<file path="src/rtl/dd_scan_capture_pkg.sv">
// Shared types and glyph table for the 7-segment scan capture block.
// The glyph table is stored active-high in gfedcba order, with dp (bit 7) always 0.
package DDScanTypes;

    typedef logic [3:0] DigitIndex;
    typedef logic [7:0] SegPattern;
    typedef logic [3:0] HexDigit;

    typedef enum logic {
        COLLECT,
        FULL
    } FrameState;

    localparam SegPattern SEG_IDLE = 8'hFF;

    localparam SegPattern SEG_GLYPH [16] = '{
        8'h3F, 8'h06, 8'h5B, 8'h4F,
        8'h66, 8'h6D, 8'h7D, 8'h07,
        8'h7F, 8'h6F, 8'h77, 8'h7C,
        8'h39, 8'h5E, 8'h79, 8'h71
    };

endpackage

</file>
<file path="src/rtl/dd_scan_capture_decoder.sv">
// Reverse lookup of an active-high gfedcba segment pattern into a hex digit.
// Patterns that match no glyph decode to value 0 with known low.
module dd_seg_decoder
    import DDScanTypes::*;
(
    input  logic [6:0] pattern,
    output logic       known,
    output logic [3:0] hex
);

    always_comb begin
        known = 1'b0;
        hex   = 4'h0;
        for (int g = 0; g < 16; g++) begin
            if (SEG_GLYPH[g][6:0] == pattern) begin
                known = 1'b1;
                hex   = HexDigit'(g);
            end
        end
    end

endmodule

</file>
<file path="src/rtl/dd_scan_capture.sv">
// Samples a multiplexed 7-segment display bus and rebuilds the shown hex value of each digit,
// publishing a full-frame snapshot over a valid/ready handshake once every digit has been seen.
module dd_scan_capture
    import DDScanTypes::*;
#(
    parameter int NUM_DIGITS    = 4,
    parameter int SEG_WIDTH     = 8,
    parameter int STABLE_CYCLES = 4
) (
    input  logic                    clk,
    input  logic                    rst,
    input  logic [NUM_DIGITS-1:0]   gate_i,
    input  logic [SEG_WIDTH-1:0]    seg_i,
    output logic [NUM_DIGITS*4-1:0] frame_digit_o,
    output logic [NUM_DIGITS-1:0]   frame_dp_o,
    output logic [NUM_DIGITS-1:0]   frame_known_o,
    output logic                    frame_valid_o,
    input  logic                    frame_ready_i,
    output logic                    overrun_o,
    output logic                    err_multi_o
);

    localparam logic [SEG_WIDTH-1:0] SEG_RESET = SEG_WIDTH'(SEG_IDLE);
    localparam logic [3:0]           CNT_LAST  = 4'(STABLE_CYCLES - 1);
    localparam logic [3:0]           CNT_MAX   = 4'(STABLE_CYCLES);

    logic [NUM_DIGITS-1:0]   gate_meta;
    logic [NUM_DIGITS-1:0]   gate_s;
    logic [NUM_DIGITS-1:0]   gate_prev;
    logic [SEG_WIDTH-1:0]    seg_meta;
    logic [SEG_WIDTH-1:0]    seg_s;
    logic [SEG_WIDTH-1:0]    seg_prev;

    logic [3:0]              cnt;
    logic                    same;
    logic                    strobe;

    logic [7:0]              low_count;
    logic                    one_low;
    logic                    multi_low;
    logic [NUM_DIGITS-1:0]   cap_mask;

    logic                    glyph_known;
    logic [3:0]              glyph_hex;

    logic [NUM_DIGITS*4-1:0] work_digit;
    logic [NUM_DIGITS-1:0]   work_dp;
    logic [NUM_DIGITS-1:0]   work_known;
    logic [NUM_DIGITS-1:0]   seen;
    FrameState               state;

    // Two-flop synchronizer plus one delayed copy for change detection; idle is all lines high.
    always_ff @(posedge clk) begin
        if (rst) begin
            gate_meta <= '1;
            gate_s    <= '1;
            gate_prev <= '1;
            seg_meta  <= SEG_RESET;
            seg_s     <= SEG_RESET;
            seg_prev  <= SEG_RESET;
        end else begin
            gate_meta <= gate_i;
            gate_s    <= gate_meta;
            gate_prev <= gate_s;
            seg_meta  <= seg_i;
            seg_s     <= seg_meta;
            seg_prev  <= seg_s;
        end
    end

    assign same   = (gate_s == gate_prev) && (seg_s == seg_prev);
    assign strobe = same && (cnt == CNT_LAST);

    // Saturating at STABLE_CYCLES keeps the strobe to a single cycle per stable pattern.
    always_ff @(posedge clk) begin
        if (rst) begin
            cnt <= 4'd0;
        end else if (!same) begin
            cnt <= 4'd0;
        end else if (cnt < CNT_MAX) begin
            cnt <= cnt + 4'd1;
        end
    end

    always_comb begin
        low_count = 8'd0;
        for (int i = 0; i < NUM_DIGITS; i++) begin
            if (!gate_s[i]) begin
                low_count = low_count + 8'd1;
            end
        end
    end

    assign one_low   = (low_count == 8'd1);
    assign multi_low = (low_count > 8'd1);
    assign cap_mask  = (strobe && one_low) ? ~gate_s : '0;

    dd_seg_decoder u_decoder (
        .pattern (~seg_s[6:0]),
        .known   (glyph_known),
        .hex     (glyph_hex)
    );

    // Working copy of each digit; a repeat capture before frame completion simply overwrites.
    always_ff @(posedge clk) begin
        if (rst) begin
            work_digit <= '0;
            work_dp    <= '0;
            work_known <= '0;
        end else begin
            for (int i = 0; i < NUM_DIGITS; i++) begin
                if (cap_mask[i]) begin
                    work_digit[4*i +: 4] <= glyph_hex;
                    work_dp[i]           <= ~seg_s[7];
                    work_known[i]        <= glyph_known;
                end
            end
        end
    end

    // A capture landing in the FULL cycle belongs to the next frame, hence seen <= cap_mask there.
    always_ff @(posedge clk) begin
        if (rst) begin
            state         <= COLLECT;
            seen          <= '0;
            frame_digit_o <= '0;
            frame_dp_o    <= '0;
            frame_known_o <= '0;
            frame_valid_o <= 1'b0;
            overrun_o     <= 1'b0;
            err_multi_o   <= 1'b0;
        end else begin
            if (strobe && multi_low) begin
                err_multi_o <= 1'b1;
            end
            case (state)
                COLLECT: begin
                    seen <= seen | cap_mask;
                    if (seen == '1) begin
                        state <= FULL;
                    end
                    if (frame_valid_o && frame_ready_i) begin
                        frame_valid_o <= 1'b0;
                    end
                end
                FULL: begin
                    frame_digit_o <= work_digit;
                    frame_dp_o    <= work_dp;
                    frame_known_o <= work_known;
                    seen          <= cap_mask;
                    if (frame_valid_o && !frame_ready_i) begin
                        overrun_o <= 1'b1;
                    end
                    frame_valid_o <= 1'b1;
                    state         <= COLLECT;
                end
                default: begin
                    state <= COLLECT;
                end
            endcase
        end
    end

endmodule

</file>
<file path="config.mk">
export PLATFORM = sky130hd
export DESIGN_NAME = dd_scan_capture
export DESIGN_NICKNAME = d
export VERILOG_FILES = /design/src/rtl/dd_scan_capture_pkg.sv /design/src/rtl/dd_scan_capture_decoder.sv /design/src/rtl/dd_scan_capture.sv
export SDC_FILE = /design/constraint.sdc
export NUM_CORES = 1
export LEC_CHECK = 0
export CAP_MARGIN = 20
export CORE_AREA = 3 3 117 119
export DETAILED_ROUTE_END_ITERATION = 16
export DIE_AREA = 0 0 120 122
export DONT_BUFFER_PORTS = 1
export GPL_TIMING_DRIVEN = 1
export HOLD_SLACK_MARGIN = 0.12
export SETUP_SLACK_MARGIN = 0.2
export SLEW_MARGIN = 20
export SYNTH_ARGS = -nofsm -noshare
export SYNTH_HDL_FRONTEND = slang
export SYNTH_SLANG_ARGS = --single-unit
</file>
<file path="constraint.sdc">
create_clock -name clk -period 2.59 [get_ports clk]
set_input_delay 0.259 -clock clk [delete_from_list [all_inputs] [get_ports clk]]
set_output_delay 0.259 -clock clk [all_outputs]
set_load 0.01 [all_outputs]
</file>
==> flow_summary.yaml, run 1 <==
power_and_ir_drop:
  switching_share_pct: 21.94
  intPower_mw: 2.399
  pwr-share-comb_pct: 6.7
  clkPwrFrac_pct: 43.7
  p_leak_nw: 1.618
  powerDensity_mw_per_mm2: 653.4
  total_power_mw: 3.073
  seqPwrFrac_pct: 49.6
  peakVddDrop_uv: 379.0
  p_sw_mw: 0.6743
logic_synthesis:
  syn_nets: 413
  synth_compound_area_share_pct: 10.66
  async_flop_share_pct: 0
  synth-main-ff-cell: "dfxtp_1"
  synth.distinct_cells: 42
  yosys.area.top_type: "dfxtp_1"
  synth_mux_area_share_pct: 7.584
  ys_ff_latch: 96
  yosys-top-cells-area: "dfxtp_1 50%, mux2i_1 7.6%, or2_2 5.4%"
  synth_edf_count: 0
  syn_area_mm2: 0.003827
  seq_area_frac_synth_pct: 50.21
  synthesis.instances: 394
  syn_area_per_cell_um2: 9.714
  synthAdderAreaFrac_pct: 1.308
  yosysTopAreaCellShare_pct: 50.21
  synthSimpleGateAreaFrac_pct: 21.87
  synth_top_family_by_area: "simple AND/OR/NAND/NOR gates"
  yosysWarnings: 0
  synthXorXnorAreaFrac_pct: 4.119
floorplanning:
  dieHeight_um: 122
  rows: 41
  core_area_mm2: 0.01267
  dieArea_mm2: 0.01464
  initial_utilization_pct: 30.21
  ios: 42
  die_width_um: 120
clocking:
  htree_levels: 3
  cts_root_buf: "clkbuf_16"
  clk_path_buf_depth: 2
  cts_sinks: 96
  cts_tree: "built"
  clk_pin_slew_ns: 0.07
  clk_latency_ns: 0.34
  numCtsBuffers: 9
job:
  maxCapViolations: 0
timing:
  whs_ns: 0.1973
  slew_viol_final: 0
  rsz0062_at_grt: "true"
  relSlewSlack_pct: 64.17
  min_period_ns: 2.308
  tns_ns: 0
  tightestPinTransition_ns: 0.5354
  fmax_mhz: 433.3
  finalSetupViolations: 0
  period_share_pct: 89.12
  finalHoldViolCount: 0
  clock_skew_ns: 0.007063
setup_path:
  start_kind: "register"
  slowest_delay_ns: 0.40
  crit_slowest_cell: "o32a_4"
  crit_arrival_ns: 2.58
  critical_path_required_ns: 2.86
  endpoint_kind: "register"
  worstPathMaxFanout: 6
  path_class: "reg -> reg"
  cp_common_cell: "ha_4"
  path_cells: "inv_6 > ha_4 > nand2b_4 > and2_4 > ha_4 > nor3b_4 > a31oi_4 > o32a_4 > nor3_4 > mux2i_1"
drt:
  ant_nets: 0
  wl_um: 8642
  route.detailed.drc: 0
  vias: 2825
  wl_per_cell_um: 14.70
  drt_iter0_markers: 94
  drt_pass1_iterations: 4
  vias_per_cell: 4.804
finish:
  mostFrequentLayoutCells: "93 x dfxtp_1, 41 x nor2_1, 33 x or2_2"
  nets: 431
  post-route-util_pct: 37.12
  layout_commonest_cell: "dfxtp_1"
  drive_gt1_share_pct: 22.60
  num_antenna_cells: 0
  stdcell_area_mm2: 0.004703
  syn2layout_area_growth_pct: 22.88
placed_design:
  numPortBuffers: 0
  gp_congestion: 0.8106
  postPlaceCellArea_mm2: 0.004035
  hpwl_um: 5720
run_status:
  status: "finished clean"
global_route:
  grt_use_total_pct: 12.72
  grt_pass1_vias: 2827
  antenna_found_initial: 0
  grt_overflow: 0
  grt_pass1_wl_um: 14560
  grt_max_degree: 86
min_path:
  hold_path_class: "in -> reg"
## layout make-up
cell class                      instances  area, um2
Fill cell                            1245       7968
Clock inverter                          4      52.55
Sequential cell                        96       1931
Timing Repair Buffer                   36      334.1
Clock buffer                           11      252.7
Inverter                                5      28.78
Tap cell                              172      215.2
Multi-Input combinational cell        264       1889
## flip-flops by register name, summed over array words and instances (netlist names), 4 cells and up
signal	cells
cnt	4
seg_meta	8
work_digit	16
gate_s	4
seg_prev	8
gate_prev	4
frame_digit_o	16
gate_meta	4
frame_dp_o	4
seen	4
work_dp	4
work_known	4
seg_s	8
frame_known_o	4
## Yosys cell counts (6+ instances only)
master and count:
dfxtp_1 96, nor2_1 41, or2_2 33, mux2i_1 29, a211oi_1 17, a31oi_1 17
clkbuf_1 16, xor2_1 15, a21oi_1 13, nand2_1 13, nor3_1 13, nand3_1 8
nor2b_1 8, buf_2 7, nand2b_1 6, nand4_1 6
## cell families after synthesis
| group | count (synthesis) |
|---|---|
| multiplexers | 29 |
| AND/OR/NAND/NOR | 152 |
| AO/OA/AOI/OAI | 61 |
| adder cells (fa/ha/maj) | 4 |
| buffers and inverters | 34 |
| flip-flops | 96 |
| XOR/XNOR | 18 |
## final timing paths
| check | slack (ns) | end | cells past startpoint | from |
|---|---|---|---|---|
| max | 0.28 | work_digit[4] | 10 | gate_s[1] |
| min | 0.20 | gate_prev[0] | 3 | rst |
| max reg2reg | 0.28 | work_digit[4] | 10 | gate_s[1] |
| min reg2reg | 0.41 | seg_s[7] | 1 | seg_meta[7] |
## through the flow
| stage | setup WS [ns] | std cells |
|---|---|---|
| 5_1_grt | 0.1559 | 588 |
| 3_5_place_dp | 0.06187 | 548 |
| 2_1_floorplan | 0.2262 | 394 |
| 6_report | 0.2819 | 588 |
| 3_3_place_gp | 0.1390 | 548 |
| 4_1_cts | 0.1926 | 586 |
## power by group through the flow
| stage | clock [mW] | sequential (mW) | combinational, mW |
|---|---|---|---|
| 6_report | 1.34 | 1.53 | 0.206 |
| 5_1_grt | 1.44 | 1.53 | 0.224 |
| 4_1_cts | 1.38 | 1.52 | 0.192 |
| 3_5_place_dp | 0 | 1.56 | 0.129 |
| 3_3_place_gp | 0 | 1.56 | 0.127 |
| 2_1_floorplan | 0 | 1.54 | 0.132 |
## worst max-delay path, delay by kind of cell (launching register included)
| kind | cells | cell delay, ns |
|---|---|---|
| AO/OA/AOI/OAI | 2 | 0.47 |
| adder cells (fa/ha/maj) | 2 | 0.33 |
| buffers and inverters | 1 | 0.04 |
| flip-flops | 1 | 0.37 |
| multiplexers | 1 | 0.22 |
| AND/OR/NAND/NOR | 4 | 0.80 |
## per-layer routing
layer,track usage [%],routed length (um),vias up
met2,21.88,4285,70
met1,14.88,3767,1334
met3,3.900,452,10
met4,4.868,138,0
met5,0,0,-
li1,-,-,1411
## what timing repair did
item	4_1_cts	5_1_grt
hold endpoints to repair	85	0
hold buffers	14	0
setup buffers	9	2
gates resized for setup	13	8
pin swaps	8	6
endpoints found under the setup margin	27	28
(Power assumes the default switching activity.)
==> run 2, diff against run 1 <==
--- a/config.mk
+++ b/config.mk
@@ -12,6 +12,8 @@
 export DONT_BUFFER_PORTS = 1
 export GPL_TIMING_DRIVEN = 1
 export HOLD_SLACK_MARGIN = 0.12
+export MAX_ROUTING_LAYER = met4
+export RECOVER_POWER = 50
 export SETUP_SLACK_MARGIN = 0.2
 export SLEW_MARGIN = 20
 export SYNTH_ARGS = -nofsm -noshare
==> flow_summary.yaml, run 2 (synthesis results as in run 1) <==
floorplanning:
  rows: 41
  dieHeight_um: 122
  ios: 42
  die_width_um: 120
  core_area_mm2: 0.01267
  initial_utilization_pct: 30.21
  dieArea_mm2: 0.01464
timing:
  slew_viol_final: 0
  tightestPinTransition_ns: 0.5645
  finalSetupViolations: 0
  relSlewSlack_pct: 62.23
  rsz0062_at_grt: "true"
  finalHoldViolCount: 0
  tns_ns: 0
  min_period_ns: 2.410
  clock_skew_ns: 0.01041
  period_share_pct: 93.03
  fmax_mhz: 415.0
global_route:
  grt_max_degree: 86
  antenna_found_initial: 0
  grt_overflow: 0
  grt_use_total_pct: 12.85
  grt_pass1_wl_um: 14350
  grt_pass1_vias: 2811
finish:
  layout_commonest_cell: "dfxtp_1"
  nets: 444
  drive_gt1_share_pct: 25.17
  mostFrequentLayoutCells: "94 x dfxtp_1, 41 x nor2_1, 33 x or2_2"
  n_fill_cell: 1228
  regArea_mm2: 0.001927
  multi_input_area_mm2: 0.001904
  num_antenna_cells: 0
  largestRegisters: "frame_digit_o x16, work_digit x16"
  syn2layout_area_growth_pct: 25.53
  fin_cells: 601
drt:
  drt_pass1_iterations: 4
  wl_per_cell_um: 15.03
  vias: 2906
  vias_per_cell: 4.835
  ant_nets: 0
  drt_iter0_markers: 171
  route.detailed.drc: 0
  wl_um: 9034
clocking:
  numCtsBuffers: 9
  htree_levels: 3
  cts_tree: "built"
  clk_pin_slew_ns: 0.06
  clk_path_buf_depth: 2
  clk_latency_ns: 0.34
  cts_sinks: 96
  cts_root_buf: "clkbuf_16"
power_and_ir_drop:
  powerDensity_mw_per_mm2: 643.1
  p_leak_nw: 1.682
  peakVddDrop_uv: 417.4
setup_path:
  worstPathMaxFanout: 6
  crit_arrival_ns: 2.68
  path_class: "reg -> reg"
  start_kind: "register"
  endpoint_kind: "register"
  critical_path_required_ns: 2.86
min_path:
  hold_path_class: "in -> reg"
placed_design:
  dp_cells: 548
  numPortBuffers: 0
  gp_congestion: 0.8182
  hpwl_um: 5742
job:
  maxCapViolations: 0
run_status:
  status: "finished clean"
run 2: cell types whose count changed in the layout (fill, tap and decap cells not counted), sizes merged:
cell	before	now
clkinv	2	1
inv	6	8
buf	23	35
run 2: routing by layer:
| metal | track usage (%) | share of wire (%) |
|---|---|---|
| met1 | 14.96 | 43 |
| met2 | 20.72 | 49 |
| met3 | 3.993 | 6.3 |
| met4 | 5.225 | 1.7 |
| met5 | - | 0 |
run 2: metrics by stage:
step	cell area [um2]	hold slack, ns	power (mW)	setup WS, ns	utilization, %
after global routing	4805	0.2655	3.207	0.08299	37.92
final	4805	0.2465	3.090	0.1804	37.92
after floorplan	3881	0.3628	1.674	0.2262	-
after global placement	4035	0.3427	1.687	0.1323	31.85
after detailed placement	4035	0.3444	1.689	0.04605	31.85
after CTS	4674	0.2512	3.100	0.2059	36.89
run 2: final timing paths:
path / from / to / slack (ns) / depth (start not counted)
max: gate_s[1] / work_digit[4] / 0.18 / 10
min: rst / seg_prev[5] / 0.25 / 2
max reg2reg: gate_s[1] / work_digit[4] / 0.18 / 10
min reg2reg: seg_meta[7] / seg_s[7] / 0.41 / 1
run 2: critical path, cell delays in order (launching register included):
cell	delay [ns]
dfxtp_1	0.43
buf_6	0.16
ha_4	0.13
nand2b_4	0.05
and2_4	0.16
ha_4	0.19
nor3b_4	0.22
a31oi_4	0.07
o32a_4	0.40
nor3_4	0.29
mux2i_1	0.22
run 2: repair_timing:
action                                  in CTS  in global routing
hold endpoints to repair                    85                  0
gates cloned                                 0                  0
setup buffers                               15                  9
resized for setup                           12                 14
endpoints found under the setup margin      19                 19
hold buffers                                14                  0
pin swaps                                    7                  9
run 2: where the power goes:
group	switching (mW)	total, mW	internal [mW]
sequential	0.0276	1.53	1.50
clock	0.562	1.34	0.778
combinational	0.110	0.224	0.114
total	0.699	3.09	2.39
run 2: layout make-up:
class	instances	share of cell area (%)
clock inverter	5	1.302
tap	172	4.479
timing repair buffer	49	8.906
clock buffer	10	4.974
multi-input combinational	264	39.64
sequential	96	40.10
inverter	5	0.5990
==> run 3, diff against run 2 <==
==> constraint.sdc (replaced) <==
create_clock -name clk -period 2.59 [get_ports clk]
set_input_delay 0.518 -clock clk [delete_from_list [all_inputs] [get_ports clk]]
set_output_delay 0.518 -clock clk [all_outputs]
set_load 0.01 [all_outputs]
==> flow_summary.yaml, run 3 (synthesis results as in run 1) <==
power_and_ir_drop:
  peakVddDrop_uv: 400.0
  p_leak_nw: 1.616
  powerDensity_mw_per_mm2: 656.9
drt:
  drt_pass1_iterations: 4
  ant_nets: 0
  wl_um: 8896
  wl_per_cell_um: 15.16
  route.detailed.drc: 0
  vias: 2860
  drt_iter0_markers: 152
  vias_per_cell: 4.872
setup_path:
  ff2ff_setup_slack_ns: 0.26
  critical_path_required_ns: 2.87
  rr_startpoint: "gate_s[1]"
  path_class: "reg -> reg"
  startpoint: "gate_s[1]"
  start_kind: "register"
  worstReg2RegEnd: "work_digit[0]"
  worstPathMaxFanout: 6
  worstRegToRegCells: 9
  crit_arrival_ns: 2.61
  crit_path_end: "work_digit[0]"
  endpoint_kind: "register"
global_route:
  grt_max_degree: 87
  grt_pass1_vias: 2777
  grt_overflow: 0
  grt_use_total_pct: 12.62
  antenna_found_initial: 0
  grt_pass1_wl_um: 14080
finish:
  n_fill_cell: 1250
  mostFrequentLayoutCells: "93 x dfxtp_1, 41 x nor2_1, 33 x or2_2"
  multi_input_area_mm2: 0.001904
  nets: 430
  syn2layout_area_growth_pct: 21.51
  fin_cells: 587
  largestRegisters: "frame_digit_o x16, work_digit x16"
  num_antenna_cells: 0
  layout_commonest_cell: "dfxtp_1"
  drive_gt1_share_pct: 26.02
  regArea_mm2: 0.001931
placed_design:
  hpwl_um: 5742
  gp_congestion: 0.8182
  dp_cells: 548
  numPortBuffers: 0
floorplanning:
  rows: 41
  dieHeight_um: 122
  dieArea_mm2: 0.01464
  initial_utilization_pct: 30.21
  die_width_um: 120
  ios: 42
  core_area_mm2: 0.01267
timing:
  finalHoldViolCount: 0
  period_share_pct: 89.98
  relSlewSlack_pct: 62.85
  min_period_ns: 2.331
  finalSetupViolations: 0
  tns_ns: 0
  fmax_mhz: 429.1
  rsz0062_at_grt: "true"
  clock_skew_ns: 0.01120
  tightestPinTransition_ns: 0.5552
  slew_viol_final: 0
clocking:
  htree_levels: 3
  cts_tree: "built"
  clk_pin_slew_ns: 0.07
  cts_root_buf: "clkbuf_16"
  clk_latency_ns: 0.35
  cts_sinks: 96
  numCtsBuffers: 9
  clk_path_buf_depth: 2
job:
  maxCapViolations: 0
min_path:
  hold_path_class: "in -> reg"
run_status:
  status: "finished clean"
==> run 3: cell count changes in the layout (fill, tap and decap cells not counted), sizes merged <==
| cell | previous run | this run |
|---|---|---|
| buf | 35 | 34 |
| dlygate4sd3 | 13 | 0 |
==> run 3: area by class of cell <==
cell class,instances,area share (%)
Clock buffer,10,5.139
Clock inverter,5,1.345
Inverter,5,0.6188
Multi-Input combinational cell,264,40.95
Sequential cell,96,41.51
Tap cell,172,4.627
Timing Repair Buffer,35,5.811
==> run 3: where the power goes <==
group          internal [mW]  total (mW)  switching (mW)  leakage [nW]
Clock                  0.778        1.34           0.564         0.150
Sequential              1.50        1.53          0.0277         0.780
Combinational         0.0967       0.187          0.0905         0.686
Total                   2.37        3.05           0.682          1.62
==> run 3: worst min path at each step <==
stage	from	to	slack (ns)	depth (start not counted)
finish	rst	work_digit[1]	0.27	1
global route	rst	work_digit[6]	0.23	1
CTS	rst	frame_dp_o[1]	0.23	1
detailed placement	seg_meta[5]	seg_s[5]	0.39	1
global placement	seg_meta[6]	seg_s[6]	0.39	1
floorplan	gate_meta[0]	gate_s[0]	0.39	1
==> run 3: per-stage QoR <==
stage          total power, mW  setup slack, ns  hold WS [ns]  utilization, %  area [um2]
4_1_cts                  3.063           0.2059        0.2340           35.65        4517
3_5_place_dp             1.689          0.04605        0.3946           31.85        4035
3_3_place_gp             1.687           0.1323        0.3916           31.85        4035
5_1_grt                  3.165           0.1698        0.2305           36.70        4651
6_report                 3.055           0.2595        0.2725           36.70        4651
2_1_floorplan            1.674           0.2262        0.3890               -        3881
==> run 3: repair_timing <==
item                       CTS  global route
gates resized for setup     12            14
setup buffers               15             9
pin swaps                    7             9
hold buffers                 0             0
setup endpoints to repair   19            19
==> run 3: critical path: stages (launching register included) <==
cell and delay, ns:
dfxtp_4 0.37, inv_6 0.04, ha_4 0.31, xnor2_4 0.14
ha_4 0.21, xnor2_4 0.14, a31oi_4 0.13, o32a_4 0.40
nor3_4 0.30, mux2i_1 0.22
==> run 3: metal layers <==
layer | global-route usage (%) | up-vias | part of all wire, %
li1 | - | 1416 | -
met1 | 14.93 | 1352 | 45
met2 | 19.88 | 77 | 48
met3 | 3.714 | 15 | 5.0
met4 | 5.798 | 0 | 1.9
met5 | - | - | 0
